`src/rtl/mem_arbiter.sv`:
```
// Shares the single-ported data RAM between instruction fetch and load/store, data-first with a bounded streak.
// Latency 3 cycles grant-to-ack, one access per 4 cycles; a requester is held off simply by not being granted.
module mem_arbiter #(
  parameter int ADDR_W          = 16,
  parameter int DATA_W          = 16,
  parameter int MAX_DATA_STREAK = 3
) (
  input  logic              clk,
  input  logic              init,
  input  logic              f_req,
  input  logic [ADDR_W-1:0] f_addr,
  output logic              f_ack,
  output logic [DATA_W-1:0] f_rdata,
  input  logic              d_req,
  input  logic              d_we,
  input  logic [ADDR_W-1:0] d_addr,
  input  logic [DATA_W-1:0] d_wdata,
  output logic              d_ack,
  output logic [DATA_W-1:0] d_rdata,
  output logic [ADDR_W-1:0] mem_addr,
  output logic              mem_re,
  output logic              mem_we,
  output logic [DATA_W-1:0] mem_wdata,
  input  logic [DATA_W-1:0] mem_rdata,
  output logic              busy
);

  localparam int SW = $clog2(MAX_DATA_STREAK + 1);

  typedef enum logic [1:0] {IDLE, ACCESS, CAPTURE, ACK} state_t;

  state_t        state;
  logic          owner_data;
  logic          op_we;
  logic [SW-1:0] streak;
  logic          grant_d;
  logic          grant_f;

  // Fetch only overrides a pending data request once the streak has saturated.
  always_comb begin
    grant_d = d_req && (!f_req || (streak != SW'(MAX_DATA_STREAK)));
    grant_f = f_req && !grant_d;
  end

  always_ff @(posedge clk) begin
    if (init) begin
      state      <= IDLE;
      owner_data <= 1'b0;
      op_we      <= 1'b0;
      streak     <= '0;
      f_ack      <= 1'b0;
      d_ack      <= 1'b0;
      f_rdata    <= '0;
      d_rdata    <= '0;
      mem_addr   <= '0;
      mem_re     <= 1'b0;
      mem_we     <= 1'b0;
      mem_wdata  <= '0;
      busy       <= 1'b0;
    end else begin
      case (state)
        IDLE: begin
          if (grant_d || grant_f) begin
            state      <= ACCESS;
            busy       <= 1'b1;
            owner_data <= grant_d;
            op_we      <= grant_d && d_we;
            mem_addr   <= grant_d ? d_addr : f_addr;
            mem_re     <= grant_f || (grant_d && !d_we);
            mem_we     <= grant_d && d_we;
            if (grant_d) begin
              mem_wdata <= d_wdata;
            end
            if (grant_d && f_req) begin
              if (streak != SW'(MAX_DATA_STREAK)) begin
                streak <= streak + 1'b1;
              end
            end else begin
              streak <= '0;
            end
          end
        end
        ACCESS: begin
          mem_re <= 1'b0;
          mem_we <= 1'b0;
          state  <= CAPTURE;
        end
        CAPTURE: begin
          if (!op_we) begin
            if (owner_data) begin
              d_rdata <= mem_rdata;
            end else begin
              f_rdata <= mem_rdata;
            end
          end
          f_ack <= !owner_data;
          d_ack <= owner_data;
          state <= ACK;
        end
        ACK: begin
          f_ack <= 1'b0;
          d_ack <= 1'b0;
          busy  <= 1'b0;
          state <= IDLE;
        end
        default: state <= IDLE;
      endcase
    end
  end

endmodule

```
`config.mk`:
```
export PLATFORM = sky130hd
export DESIGN_NAME = mem_arbiter
export DESIGN_NICKNAME = d
export VERILOG_FILES = /design/src/rtl/mem_arbiter.sv
export SDC_FILE = /design/constraint.sdc
export NUM_CORES = 1
export LEC_CHECK = 0
export CORE_UTILIZATION = 44
export DETAILED_ROUTE_END_ITERATION = 8
export GPL_TIMING_DRIVEN = 0
export PLACE_DENSITY = 0.95
export SYNTH_ARGS = -nofsm -noshare
export SYNTH_HDL_FRONTEND = slang
export SYNTH_SLANG_ARGS = --single-unit
```
`constraint.sdc`:
```
create_clock -name clk -period 3.5 [get_ports clk]
set_input_delay 0.7 -clock clk [delete_from_list [all_inputs] [get_ports clk]]
set_output_delay 0.7 -clock clk [all_outputs]
set_load 0.01 [all_outputs]
```
---- Yosys cells after proc, flatten, opt, wreduce, memory -nomap -nowiden ----
Cells that the tools add are included.
cells by class
  add/subtract/negate cells ............... 1
  $mul .................................... 0
  div/mod/pow operators ................... 0
  order comparisons ....................... 0
  eq/ne operators ......................... 6
  shifts and indexed selects .............. 0
  mux-type cells .......................... 13
  bitwise logic cells ..................... 2
  reduce and logical (&&, ||, !) cells .... 23
operator list
  cell                                                                     number
  16-bit 2-to-1 mux                                                        1
  3-bit AND reduction                                                      4
  1-bit one-hot mux with 2 select lines                                    5
  2-bit one-hot mux with 4 select lines                                    1
  2-bit 2-to-1 mux                                                         3
  2-bit AND reduction                                                      3
  2-bit nonzero test                                                       3
  1-bit logical AND                                                        5
  2-bit equality test, second input constant                               2
  1-bit logical NOT                                                        4
  2-bit inequality test, second input constant                             2
  1-bit logical OR                                                         3
  1-bit 2-to-1 mux                                                         3
  2-bit by 1-bit adder with 2-bit output, second input constant            1
  2-bit by 1-bit equality test with 1-bit output, second input constant    1
  2-bit logical NOT                                                        1
  2-bit by 1-bit inequality test with 1-bit output, second input constant  1
  1-bit inverter                                                           2
storage, ports and cells
  register bits after elaboration ......... 75
  bits in latches ......................... 0
  bits in writable memories ............... 0
  bits in read-only memories .............. 0
  input port bits ......................... 69
  output and inout bits ................... 69
  logic and storage cells ................. 58
  memories kept ........................... 0

---- Depth between registers and ports, before layout ----
Gate-level depths: netlist (run 1).
  depth after elaboration ................. 8
  gate-level depth with buffers ........... 8
  mapped depth without buffers ............ 5

---- Worst setup path before layout (run 1) ----
No wires, ideal clock.
  path type ............................... register -> register
  start point ............................. reg state[0]
  end point ............................... reg f_rdata[10]
  library setup time ...................... 0.132 ns
  data arrival time ....................... 1.437 ns
  required time ........................... 3.368 ns
  path slack .............................. 1.930 ns
  cell stages (with the launch flop) ...... 9
  path buffers ............................ 3
  clock period less this slack ............ 1.570 ns
  path through ............................ dfxtp_1 inv_1 ha_1 buf_4 or3b_1 clkbuf_2 buf_2 nand2_1 a21oi_1
on the way
  cells in the longest elaborated chain, start to end .. 2
RTL lines
  element                        RTL line  source
  start, declared                32        state_t state;
  start signal, assigned         47        state <= IDLE;
  start signal, assigned         64        state <= ACCESS;
  start signal, assigned         86        state <= CAPTURE;
  2-bit equality test            61        case (state)
  3-bit AND reduction (no line)  -
  end signal, assigned           93        f_rdata <= mem_rdata;
  end, declared                  13        output logic [DATA_W-1:0] f_rdata,
Every way passes these cells.
A chain may end at the register's enable or synchronous reset.

---- Worst setup path after layout (run 1) ----
  start point ............................. reg mem_wdata[8]
  end point ............................... out mem_wdata[8]
RTL lines
  element                 RTL line  source
  start, declared         23        output logic [DATA_W-1:0] mem_wdata,
  start signal, assigned  72        mem_wdata <= d_wdata;
No word-level cell between the ends.

==> results of run 1 <==
-- area by class of cell --
class | instances | share of cell area (%)
Buffer | 30 | 3.31
Clock buffer | 10 | 2.99
Clock inverter | 5 | 1.17
Inverter | 5 | 0.407
Multi-Input combinational cell | 252 | 27.9
Sequential cell | 75 | 32.6
Tap cell | 77 | 2.09
Timing Repair Buffer | 136 | 29.5
-- routing by layer --
layer | wire length, microns | vias up | GRT usage (%)
li1 | - | 1527 | -
met1 | 3410 | 1463 | 29.4
met2 | 4300 | 146 | 43.7
met3 | 731 | 19 | 7.91
met4 | 189 | 0 | 10.5
met5 | 0 | - | 0
-- synth_stat cells (2+ instances only) --
cell type | number | share of area (%)
nand2_1 | 84 | 11
dfxtp_1 | 75 | 51
a21oi_1 | 70 | 12
nor2_1 | 19 | 2.4
o21ai_0 | 19 | 3.2
a211oi_1 | 17 | 4.3
nand3_1 | 17 | 2.9
clkbuf_1 | 11 | 1.4
buf_2 | 9 | 1.5
ha_1 | 6 | 2.5
buf_4 | 5 | 1.3
inv_1 | 5 | 0.63
mux2i_1 | 3 | 1.0
nor3_1 | 3 | 0.51
buf_1 | 2 | 0.25
clkbuf_2 | 2 | 0.34
nand4b_1 | 2 | 0.59
nor3b_2 | 2 | 0.85
-- worst max path at each step --
stage / endpoint / cells past startpoint / start
final: mem_wdata[8] / 1 / mem_wdata[8]
after floorplan: f_rdata[10] / 8 / state[0]
after global routing: mem_wdata[13] / 5 / f_req
after global placement: mem_wdata[8] / 6 / f_req
after detailed placement: mem_wdata[8] / 6 / f_req
after CTS: f_rdata[8] / 1 / f_rdata[8]
-- report_power, final --
group | internal, mW | switching [mW] | leakage (nW) | total (mW)
Combinational | 0.577 | 0.603 | 0.964 | 1.18
Clock | 0.342 | 0.317 | 0.102 | 0.659
Sequential | 1.03 | 0.0925 | 0.613 | 1.12
-- stage by stage --
stage | hold slack [ps] | setup WS [ps]
floorplan | 436 | 1930
global placement | 441 | 1300
detailed placement | 447 | 1200
CTS | 457 | 1520
global route | 473 | 1450
finish | 456 | 1530
-- sequential cells by signal (all words and copies together) (netlist names), 2 cells and up --
name and cells:
f_rdata 16, state 2, d_rdata 16, streak 2, mem_wdata 16, mem_addr 16
-- logic make-up (layout without fill, tap and decap cells) --
| kind of cell | count (synthesis) | count (layout) |
|---|---|---|
| compound gates | 112 | 112 |
| fa+ha+maj | 6 | 6 |
| buf+inv | 35 | 186 |
| flops | 75 | 75 |
| mux | 3 | 3 |
| simple gates | 131 | 131 |
==> results.toml, run 1 <==
[synth]
async_reset_ff_share_pct = 0
ys_seq_area_share_pct = 50.8
synth_cells = 362
synth_top_family_by_area = "compound AO/OA/AOI/OAI gates"
synth_edf_count = 0
synthSimpleGateAreaFrac_pct = 19.0
synth_warnings = 0
avgSynthCellArea_sq_um = 8.17
syn-num-nets = 437
syn_area_sq_um = 2960
synth_compound_area_share_pct = 20.9
synthXorXnorAreaFrac_pct = 0
synthMuxAreaShare_pct = 1.02
ys_types = 29
synth_seq_cells = 75
synth-main-ff-cell = "dfxtp_1"
synthAdderAreaFrac_pct = 2.54

[worst_setup_path]
cp_top_family = "buffers and inverters"
reg2reg_depth = 7
crit_slowest_cell = "clkdlybuf4s50_1"
worst_setup_path_end_kind = "output port"
crit_required_ps = 2800
path_cells = "clkdlybuf4s50_1"
reg2reg_from = "state[0]"
crit_type = "reg -> out"
cp_num_buf_inv = 1
cp-start-kind = "register"
worst_r2r_endpoint = "d_rdata[14]"
crit_arrival_ps = 1270
max_stage_delay_ps = 570
critPathMaxFanout = 2
r2r_slack_ps = 1680

[timing]
worst_pin_slew_ps = 555
tns_ps = 0
skew_ps = 8.08
fin_crit_ps = 1970
relSlewSlack_pct = 63.0
setup_violations = 0
rsz0062_at_grt = "false"
fmax_ghz = 0.508
fin_crit_sh_pct = 56.2
hold_violations = 0
final_max_slew_viol_count = 0

[min_path]
holdPathEnd = "d_rdata[1]"
min_from = "d_rdata[1]"
whs_path_depth = 2
min_path_type = "reg -> reg"

[global_routing]
track_usage_pct = 25.5
grt_pass1_vias = 3028
antenna_found_initial = 0
grt_max_degree = 13
grt_pass1_wl_mm = 14.2
overflow = 0

[clock_tree]
cts_sinks = 75
cts_tree = "yes"
worstSkewPairLatency_ps = 350
cts.path.max_buffers = 2
ctsResizeCount = 0
cts_inserted_buffers = 9
path_clk_slew_ps = 80
htreeDepth = 3
cts-root-buf = "clkbuf_8"
ctsHoldBuffers = 0
post-cts-setup-buffers = 0

[pwr]
power.total_mw = 2.96
ir_drop_mv = 0.374
power_density_nw_per_um2 = 643
power_leakage_nw = 1.68

[job]
max_cap_violations = 0

[finish]
fin_area_sq_um = 4610
final_cell_mix = "136 x clkdlybuf4s50_1, 84 x nand2_1, 75 x dfxtp_1"
regArea_sq_um = 1500
layout_commonest_cell = "clkdlybuf4s50_1"
diodes = 0
final_util_pct = 71.7
area_delta_synth_final_pct = 55.8
instances_no_fill = 590
fillerInstances = 492
nets = 584
layout-drive-gt1-share_pct = 6.82
multi_input_area_sq_um = 1280

[detailed_routing]
detail_route.wl_per_cell_microns = 14.6
firstDrtPassIters = 9
num_vias = 3155
vias_per_cell = 5.35
ant_nets = 0
drc_errors = 25
drtIter0Drc = 156
drt-total-wl_mm = 8.64

[floorplan]
ios = 138
die_h_microns = 84.0
fp.dieArea_sq_um = 7050
row_count = 29
design.core.area_sq_um = 6420
start_util_pct = 46.1
die_w_microns = 84.0

[placed_design]
io_buffers = 136
routabilityCongestion = 0.803
place_hpwl_mm = 6.59
postPlaceCellArea_sq_um = 4420
dp_cells = 575

[status]
outcome = "finished with violations"
violations = "DRC"
Power figures use the tool's default switching activity.
==> run 2, diff against run 1 <==
Settings changed: CORE_UTILIZATION 44 to 37, PLACE_DENSITY 0.95 to 0.88.
Clock period 3.5 ns to 1.6 ns, I/O delays scaled along.
==> results.toml, run 2 (same netlist as run 1, synthesis figures left out) <==
[timing]
setup_violations = 0
fin_crit_sh_pct = 97.4
relSlewSlack_pct = 60.3
fin_crit_ps = 1560
fmax_ghz = 0.642
final_max_slew_viol_count = 0
worst_pin_slew_ps = 595
hold_ws_ps = 405
rsz0062_at_grt = "true"
skew_ps = 9.76
tns_ps = 0
hold_violations = 0

[worst_setup_path]
crit_slowest_cell = "clkdlybuf4s50_1"
critPathMaxFanout = 2
max_stage_delay_ps = 540
crit_required_ps = 1280
cp_num_buf_inv = 1
cp-start-kind = "register"
path_cells = "clkdlybuf4s50_1"
crit_arrival_ps = 1240
cp_top_family = "buffers and inverters"
worst_setup_path_end_kind = "output port"
r2r_slack_ps = 50
crit_type = "reg -> out"

[status]
outcome = "finished clean"

[detailed_routing]
highest_layer = "met4"
vias_per_cell = 5.05
drt-total-wl_mm = 9.00
met2_length_mm = 4.48
ant_nets = 0
num_vias = 3137
wl_met1_mm = 3.64
drc_errors = 0
wl_met3_microns = 726
drtIter0Drc = 100
detail_route.wl_per_cell_microns = 14.5
firstDrtPassIters = 5

[global_routing]
overflow = 0
antenna_found_initial = 0
track_usage_pct = 21.7
grt_pass1_vias = 3064
grt_max_degree = 14
grt_pass1_wl_mm = 14.4

[floorplan]
start_util_pct = 38.3
design.core.area_sq_um = 7730
ios = 138
die_w_microns = 91.4
fp.dieArea_sq_um = 8360
die_h_microns = 91.4
row_count = 32

[finish]
instances_no_fill = 621
area_delta_synth_final_pct = 61.3
fillerInstances = 655
final_util_pct = 61.7
nets = 589
fin_area_sq_um = 4770
regArea_sq_um = 1510
diodes = 0
multi_input_area_sq_um = 1310
final_cell_mix = "123 x clkdlybuf4s50_1, 84 x nand2_1, 74 x dfxtp_1"
layout_commonest_cell = "clkdlybuf4s50_1"
layout-drive-gt1-share_pct = 9.44

[placed_design]
postPlaceCellArea_sq_um = 4450
io_buffers = 136
routabilityCongestion = 0.802
dp_cells = 600
place_hpwl_mm = 6.72

[clock_tree]
htreeDepth = 3
ctsHoldBuffers = 0
cts_tree = "yes"
cts-root-buf = "clkbuf_8"
cts.path.max_buffers = 2
cts_sinks = 75
path_clk_slew_ps = 80
worstSkewPairLatency_ps = 340
cts_inserted_buffers = 9

[pwr]
ir_drop_mv = 0.789
power_leakage_nw = 1.94
power_density_nw_per_um2 = 1380

[job]
max_cap_violations = 0

[min_path]
min_path_type = "in -> reg"
run 2: final timing paths:
| check | startpoint | end | cells past startpoint |
|---|---|---|---|
| setup / recovery | d_rdata[10] | d_rdata[10] | 1 |
| hold reg to reg | f_rdata[12] | f_rdata[12] | 2 |
| setup reg to reg | state[0] | f_rdata[11] | 7 |
| hold / removal | f_req | streak[1] | 3 |
run 2: stage by stage:
stage,worst slack [ps],power (mW)
after floorplan,30.4,3.86
after global placement,-224,4.99
after detailed placement,-355,5.08
after CTS,0.486,6.44
after global routing,-48.0,7.03
final,41.4,6.58
run 2: final cells by class:
cell class / instances / area share (%)
repair buffers: 142 / 30.4
well taps: 102 / 2.68
multi-input cells: 252 / 27.4
plain buffers: 29 / 3.80
clock inverters: 6 / 0.839
flip-flops and latches: 75 / 31.5
clock buffers: 10 / 2.88
inverters: 5 / 0.446
run 2: per-layer routing:
metal / global-route usage [%] / up-vias
li1: - / 1536
met1: 24.1 / 1446
met2: 38.8 / 137
met3: 6.78 / 18
met4: 7.54 / 0
met5: 0 / -
run 2: power by group:
part	leakage, nW	switching, mW	total [mW]	internal, mW
clock	0.0924	0.704	1.31	0.605
combinational	1.23	1.37	2.80	1.44
sequential	0.613	0.207	2.47	2.26
total	1.94	2.28	6.58	4.30
run 2: repair_timing:
item,CTS,global route
buffers inserted,1,5
cloned,0,0
resized for setup,11,30
endpoints found under the setup margin,34,62
==> run 3, diff against run 2 <==
Settings changed: GPL_ROUTABILITY_DRIVEN from default to 0.
==> results of run 3 <==
The final DEF is identical to that of run 2; final timing and power are the same.
